**config.mk**
```make
export PLATFORM = sky130hd
export DESIGN_NAME = acc_bank_flat
export DESIGN_NICKNAME = d
export VERILOG_FILES = /design/src/rtl/acc_pkg.sv /design/src/rtl/acc_bank_if.sv /design/src/rtl/acc_bank_ctrl_delay_line.sv /design/src/rtl/acc_bank.sv /design/src/flat_wrapper.sv
export SDC_FILE = /design/constraint.sdc
export NUM_CORES = 1
export LEC_CHECK = 0
export ABC_AREA = 0
export CELL_PAD_IN_SITES_DETAIL_PLACEMENT = 2
export CELL_PAD_IN_SITES_GLOBAL_PLACEMENT = 2
export CORE_ASPECT_RATIO = 0.8
export CORE_MARGIN = 2
export CORE_UTILIZATION = 39
export CTS_CLUSTER_SIZE = 10
export DETAILED_ROUTE_END_ITERATION = 10
export PLACE_DENSITY = 0.93
export SYNTH_ARGS = -nofsm -noshare
export SYNTH_HDL_FRONTEND = slang
export SYNTH_HIERARCHICAL = 1
export SYNTH_SLANG_ARGS = --single-unit
```
**constraint.sdc**
```tcl
create_clock -name clk -period 7.7 [get_ports clk]
set_input_delay 1.54 -clock clk [delete_from_list [all_inputs] [get_ports clk]]
set_output_delay 1.54 -clock clk [all_outputs]
set_load 0.1 [all_outputs]
```
**src/rtl/acc_pkg.sv**
```systemverilog
// acc_bank shared definitions: control bit positions and lane helpers.
`ifndef RAM_READ_LATENCY
`define RAM_READ_LATENCY 1
`endif

package acc_pkg;
  localparam int VLD_BIT   = 0;
  localparam int LAST_BIT  = 7;
  localparam int FIRST_BIT = 8;

  // Bit offset of lane k in a flat bus of w-bit lanes.
  function automatic int lane_lo(input int k, input int w);
    return k * w;
  endfunction

  // Clamp a sign-extended value to the signed range of a dw-bit word.
  function automatic logic signed [63:0] sat_clamp(input logic signed [63:0] r, input int dw);
    logic signed [63:0] hi, lo;
    hi = (64'sd1 <<< (dw - 1)) - 64'sd1;
    lo = -(64'sd1 <<< (dw - 1));
    if (r > hi) return hi;
    if (r < lo) return lo;
    return r;
  endfunction
endpackage

```
**src/rtl/acc_bank_if.sv**
```systemverilog
// Control/psum input and result output bundle of acc_bank.
interface acc_bank_if #(
  parameter int DATA_WIDTH = 8,
  parameter int CTRL_WIDTH = 9,
  parameter int NUM_CH     = 4
);
  logic [CTRL_WIDTH-1:0]        ctrl;
  logic [NUM_CH*DATA_WIDTH-1:0] psum;
  logic                         out_ready;
  logic [NUM_CH*DATA_WIDTH-1:0] data_out;
  logic [NUM_CH-1:0]            sat_flags;
  logic                         out_valid;
  logic                         overflow_err;

  modport master (output ctrl, psum, out_ready,
                  input  data_out, sat_flags, out_valid, overflow_err);
  modport slave  (input  ctrl, psum, out_ready,
                  output data_out, sat_flags, out_valid, overflow_err);
endinterface

```
**src/rtl/acc_bank_ctrl_delay_line.sv**
```systemverilog
// Resettable shift register aligning the control word with its psum beat.
module ctrl_delay_line #(
  parameter int WIDTH = 9,
  parameter int DEPTH = 3
) (
  input  logic             clk,
  input  logic             rst,
  input  logic [WIDTH-1:0] din,
  output logic [WIDTH-1:0] dout
);
  logic [DEPTH-1:0][WIDTH-1:0] dly_pipe;

  // Shift one stage per cycle; reset flushes any in-flight control.
  always_ff @(posedge clk or negedge rst) begin
    if (!rst) begin
      dly_pipe <= '0;
    end else begin
      dly_pipe[0] <= din;
      for (int i = 1; i < DEPTH; i++) dly_pipe[i] <= dly_pipe[i-1];
    end
  end

  assign dout = dly_pipe[DEPTH-1];
endmodule

```
**src/rtl/acc_bank.sv**
```systemverilog
// NUM_CH-lane psum accumulator with rescale/saturate and a 2-entry result FIFO.
module acc_bank
  import acc_pkg::*;
#(
  parameter int DATA_WIDTH = 8,
  parameter int ACC_WIDTH  = 20,
  parameter int CTRL_WIDTH = 9,
  parameter int NUM_CH     = 4,
  parameter int CTRL_DELAY = `RAM_READ_LATENCY + 2,
  parameter int SHIFT      = 0,
  parameter int SAT_EN     = 1
) (
  input  logic      clk,
  input  logic      rst,
  acc_bank_if.slave bus
);
  typedef struct packed {
    logic [NUM_CH-1:0]                 sat;
    logic [NUM_CH-1:0][DATA_WIDTH-1:0] data;
  } ent_t;

  logic [CTRL_WIDTH-1:0]             dctrl;
  logic                              v, f, l, f_eff, pend_first;
  logic [NUM_CH-1:0][DATA_WIDTH-1:0] res;
  logic [NUM_CH-1:0]                 rsat;
  logic                              unused_ctrl;

  ent_t       mem [2];
  logic       wptr, rptr, ovf;
  logic [1:0] cnt;
  logic       pop, full, do_push;

  ctrl_delay_line #(.WIDTH(CTRL_WIDTH), .DEPTH(CTRL_DELAY)) u_dly (
    .clk  (clk),
    .rst  (rst),
    .din  (bus.ctrl),
    .dout (dctrl)
  );

  assign v           = dctrl[VLD_BIT];
  assign l           = dctrl[LAST_BIT];
  assign f           = dctrl[FIRST_BIT];
  assign unused_ctrl = ^dctrl;
  // A first marker on an idle beat still restarts the next valid beat.
  assign f_eff       = f | pend_first;

  // Hold a first marker seen without valid until the next valid beat.
  always_ff @(posedge clk or negedge rst) begin
    if (!rst)   pend_first <= 1'b0;
    else if (v) pend_first <= 1'b0;
    else if (f) pend_first <= 1'b1;
  end

  for (genvar k = 0; k < NUM_CH; k++) begin : g_lane
    logic signed [DATA_WIDTH-1:0] ps;
    logic signed [ACC_WIDTH-1:0]  acc, base, nxt, shr;
    logic signed [63:0]           r64, c64;

    assign ps   = bus.psum[lane_lo(k, DATA_WIDTH) +: DATA_WIDTH];
    assign base = f_eff ? '0 : acc;
    assign nxt  = v ? base + ACC_WIDTH'(ps) : acc;
    assign shr  = nxt >>> SHIFT;
    assign r64  = 64'(shr);
    assign c64  = sat_clamp(r64, DATA_WIDTH);
    assign res[k]  = (SAT_EN != 0) ? c64[DATA_WIDTH-1:0] : shr[DATA_WIDTH-1:0];
    assign rsat[k] = (SAT_EN != 0) ? (c64 != r64) : 1'b0;

    // Lane accumulator; wraps modulo 2^ACC_WIDTH.
    always_ff @(posedge clk or negedge rst) begin
      if (!rst) acc <= '0;
      else      acc <= nxt;
    end
  end

  assign full    = (cnt == 2'd2);
  assign pop     = bus.out_valid & bus.out_ready;
  // When full, a simultaneous pop frees the head slot, which is the write slot.
  assign do_push = l & (!full | pop);

  // Two-entry result FIFO with sticky drop indication.
  always_ff @(posedge clk or negedge rst) begin
    if (!rst) begin
      wptr   <= 1'b0;
      rptr   <= 1'b0;
      cnt    <= 2'd0;
      ovf    <= 1'b0;
      mem[0] <= '0;
      mem[1] <= '0;
    end else begin
      if (do_push) begin
        mem[wptr] <= '{sat: rsat, data: res};
        wptr      <= ~wptr;
      end
      if (pop) rptr <= ~rptr;
      if (l && full && !pop) ovf <= 1'b1;
      cnt <= cnt + {1'b0, do_push} - {1'b0, pop};
    end
  end

  assign bus.out_valid    = (cnt != 2'd0);
  assign bus.data_out     = mem[rptr].data;
  assign bus.sat_flags    = mem[rptr].sat;
  assign bus.overflow_err = ovf;
endmodule

```
**src/flat_wrapper.sv**
```systemverilog
// flat-port wrapper written by rule: the top's interface ports become plain ports
module acc_bank_flat import acc_pkg::*;
#(
  parameter int DATA_WIDTH = 8,
  parameter int ACC_WIDTH  = 20,
  parameter int CTRL_WIDTH = 9,
  parameter int NUM_CH     = 4,
  parameter int CTRL_DELAY = `RAM_READ_LATENCY + 2,
  parameter int SHIFT      = 0,
  parameter int SAT_EN     = 1
)
  (clk, rst, bus_ctrl, bus_psum, bus_out_ready, bus_data_out, bus_sat_flags, bus_out_valid, bus_overflow_err);
  acc_bank_if #(.DATA_WIDTH(DATA_WIDTH), .CTRL_WIDTH(CTRL_WIDTH), .NUM_CH(NUM_CH)) bus_i ();
  input  logic clk;
  input  logic rst;
  input wire logic [$bits(bus_i.ctrl)-1:0] bus_ctrl;
  input wire logic [$bits(bus_i.psum)-1:0] bus_psum;
  input wire logic [$bits(bus_i.out_ready)-1:0] bus_out_ready;
  output wire logic [$bits(bus_i.data_out)-1:0] bus_data_out;
  output wire logic [$bits(bus_i.sat_flags)-1:0] bus_sat_flags;
  output wire logic [$bits(bus_i.out_valid)-1:0] bus_out_valid;
  output wire logic [$bits(bus_i.overflow_err)-1:0] bus_overflow_err;
  assign bus_i.ctrl = bus_ctrl;
  assign bus_i.psum = bus_psum;
  assign bus_i.out_ready = bus_out_ready;
  assign bus_data_out = bus_i.data_out;
  assign bus_sat_flags = bus_i.sat_flags;
  assign bus_out_valid = bus_i.out_valid;
  assign bus_overflow_err = bus_i.overflow_err;
  acc_bank #(.DATA_WIDTH(DATA_WIDTH), .ACC_WIDTH(ACC_WIDTH), .CTRL_WIDTH(CTRL_WIDTH), .NUM_CH(NUM_CH), .CTRL_DELAY(CTRL_DELAY), .SHIFT(SHIFT), .SAT_EN(SAT_EN)) u_core (.clk(clk), .rst(rst), .bus(bus_i));
endmodule
```
==> flow_summary.json <==
{
  "antenna_found_initial": 1,
  "hp-class": "reg2reg",
  "drt_iter0_markers": 1120,
  "grt_pass1_vias": 14100,
  "tightest_slew_ns": 1.36,
  "cts_resized": 0,
  "post_cts_buffers": 0,
  "cts_tree": "yes",
  "status": "finished clean",
  "path_cells": "clkdlybuf4s50_1 -> ha_1 -> a21oi_1 -> o21ai_0 -> a41oi_1 -> and4b_1 -> o311ai_0 -> nand2_1 -> nor2_1 -> nand4b_1 -> ha_1 -> inv_1 -> a21oi_1 -> mux2_2",
  "rsz0062_at_grt": "false",
  "clockBufferDepth": 2,
  "overflow": 0,
  "start_kind": "input port",
  "p_leak_nw": 6.09,
  "hpwl_um": 34500,
  "syn2layout_area_growth_pct": 12.7,
  "cts_made_buffers": 17,
  "port-buffer-count": 75,
  "path_buf_inv": 2,
  "post-route-period-util": 0.928,
  "critPathMaxStageDelay_ns": 1.14,
  "syn_avg_cell_area_sq_um": 9.17,
  "vias": 12300,
  "std_cell_rows": 58,
  "fmax_mhz": 140,
  "netlist_area_sq_um": 12500,
  "die_y_um": 164,
  "fillers": 3312,
  "crit_fanout": 13,
  "vdd_drop_max_mv": 0.436,
  "clkSlewWorstSetupHoldPaths_ns": 0.08,
  "syn_nets": 1498,
  "max-cap-violations": 0,
  "track_usage": 0.348,
  "start_util": 0.397,
  "antenna_cells": 0,
  "drt_pass1_iterations": 7,
  "ctsHoldBuffers": 0,
  "gp_congestion": 0.836,
  "tns_ns": 0,
  "vias_per_cell": 6.71,
  "finalHoldViolations": 0,
  "h-tree-depth": 4,
  "route.detailed.drc": 0,
  "slowest_stage": "o311ai_0",
  "clk_latency_ns": 0.46,
  "grt_max_degree": 68,
  "period_needed_ns": 7.14,
  "skew_ns": 0.0197,
  "coreArea_sq_um": 31600,
  "endpoint_kind": "register",
  "crit_arrival_ns": 7.49,
  "setup_violations": 0,
  "drive_gt1_frac": 0.128,
  "drt.antenna.violating_nets": 0,
  "path_class": "in2reg",
  "pwr_density_cell_nw_per_um2": 406,
  "synthCells": 1368,
  "fin_nets": 1536,
  "pin_count": 82,
  "cp_data_required_time_ns": 8.04,
  "final_max_slew_viol_count": 0,
  "dp.cells": 1807,
  "dieArea_sq_um": 33600,
  "crit_family": "compound AO/OA/AOI/OAI gates",
  "cts_root_buf": "clkbuf_16",
  "routed_wl_um": 57600,
  "wl_per_cell_um": 31.3,
  "yosys_warnings": 6,
  "grt_pass1_wl_um": 88800,
  "relSlewSlack": 0.0796,
  "die_width_um": 205,
  "layoutNonFillerInstCount": 1838,
  "utilization": 0.448,
  "cts_num_sinks": 167
}
## sequential cells by signal (all words and copies together) (netlist names)
register                 flops
u_core/bus.overflow_err      1
u_core/cnt                   2
u_core/g_lane.acc           80
u_core/mem                  72
u_core/pend_first            1
u_core/rptr                  1
u_core/u_dly/dly_pipe        6
u_core/u_dly/dout            3
u_core/wptr                  1
## worst reg2reg max path: stages (launching register included)
cell and delay [ns]:
dfrtp_1 0.65, nor2_4 0.42, buf_4 0.48, and2_1 0.24
ha_1 0.21, inv_1 0.08, fa_1 0.44, nor2b_1 0.38
o2111a_1 0.32, o211ai_1 0.30, and4b_1 0.35, o311ai_0 1.15
nand2_1 0.27, nor2_1 0.18, nand4b_1 0.15, ha_1 0.38
inv_1 0.26, a21oi_1 0.18, mux2_2 0.32
## stage by stage
step	hold slack (ns)	worst slack [ns]	power, W	instance area (sq um)
after floorplan	0.331	2.35	0.00370	12500
after global placement	0.332	1.02	0.00434	13600
after detailed placement	0.338	0.637	0.00460	13600
after CTS	0.356	0.849	0.00569	14100
after global routing	0.361	0.464	0.00591	14100
final	0.354	0.555	0.00574	14100
## report_power, final
| part | switching (W) | internal (W) |
|---|---|---|
| registers | 0.000301 | 0.00120 |
| clock network | 0.000463 | 0.000435 |
| logic | 0.00235 | 0.000995 |
## final timing paths
kind	startpoint	endpoint	slack, ns	cells past startpoint
min in group asynchronous	rst	u_core/mem[38]	1.01	1
hold reg to reg	u_core/u_dly/dly_pipe[9]	u_core/u_dly/dout[0]	0.35	0
hold / removal	u_core/u_dly/dly_pipe[9]	u_core/u_dly/dout[0]	0.35	0
max in group asynchronous	rst	u_core/rptr	5.32	2
setup reg to reg	u_core/pend_first	u_core/mem[43]	0.85	18
setup / recovery	bus_psum[7]	u_core/mem[43]	0.56	14
## cell usage in the layout, fill, tap and decap left out, drive strengths merged, types with 6 or more instances in the layout
cell type,count
a211oi,12
a21o,39
a21oi,102
a221oi,7
a311oi,6
a31oi,14
and2,83
and3,9
and4,6
buf,11
clkbuf,17
clkdlybuf4s50,74
dfrtp,167
ha,82
inv,84
mux2,102
mux2i,27
nand2,113
nand2b,12
nand3,28
nand4,23
nor2,58
nor2b,14
nor3,33
nor4,11
o2111ai,8
o211ai,11
o21a,9
o21ai,85
o221ai,7
o31ai,15
or3,13
xnor2,32
xor2,12
## area by class of cell
| cell class | instances | area, sq um | share of cell area |
|---|---|---|---|
| inverter | 76 | 285 | 0.0202 |
| multi-input combinational | 1059 | 7730 | 0.547 |
| clock buffer | 17 | 425 | 0.0301 |
| sequential | 167 | 4180 | 0.296 |
| tap | 420 | 526 | 0.0372 |
| timing repair buffer | 85 | 827 | 0.0585 |
| clock inverter | 14 | 154 | 0.0109 |
## routing by layer
metal / GRT usage / vias to the layer above / part of all wire
met5: 0 / - / 0.00028
met2: 0.609 / 683 / 0.50
met3: 0.0645 / 279 / 0.058
li1: - / 5084 / -
met4: 0.196 / 2 / 0.057
met1: 0.403 / 6292 / 0.39
(Power assumes the default switching activity.)
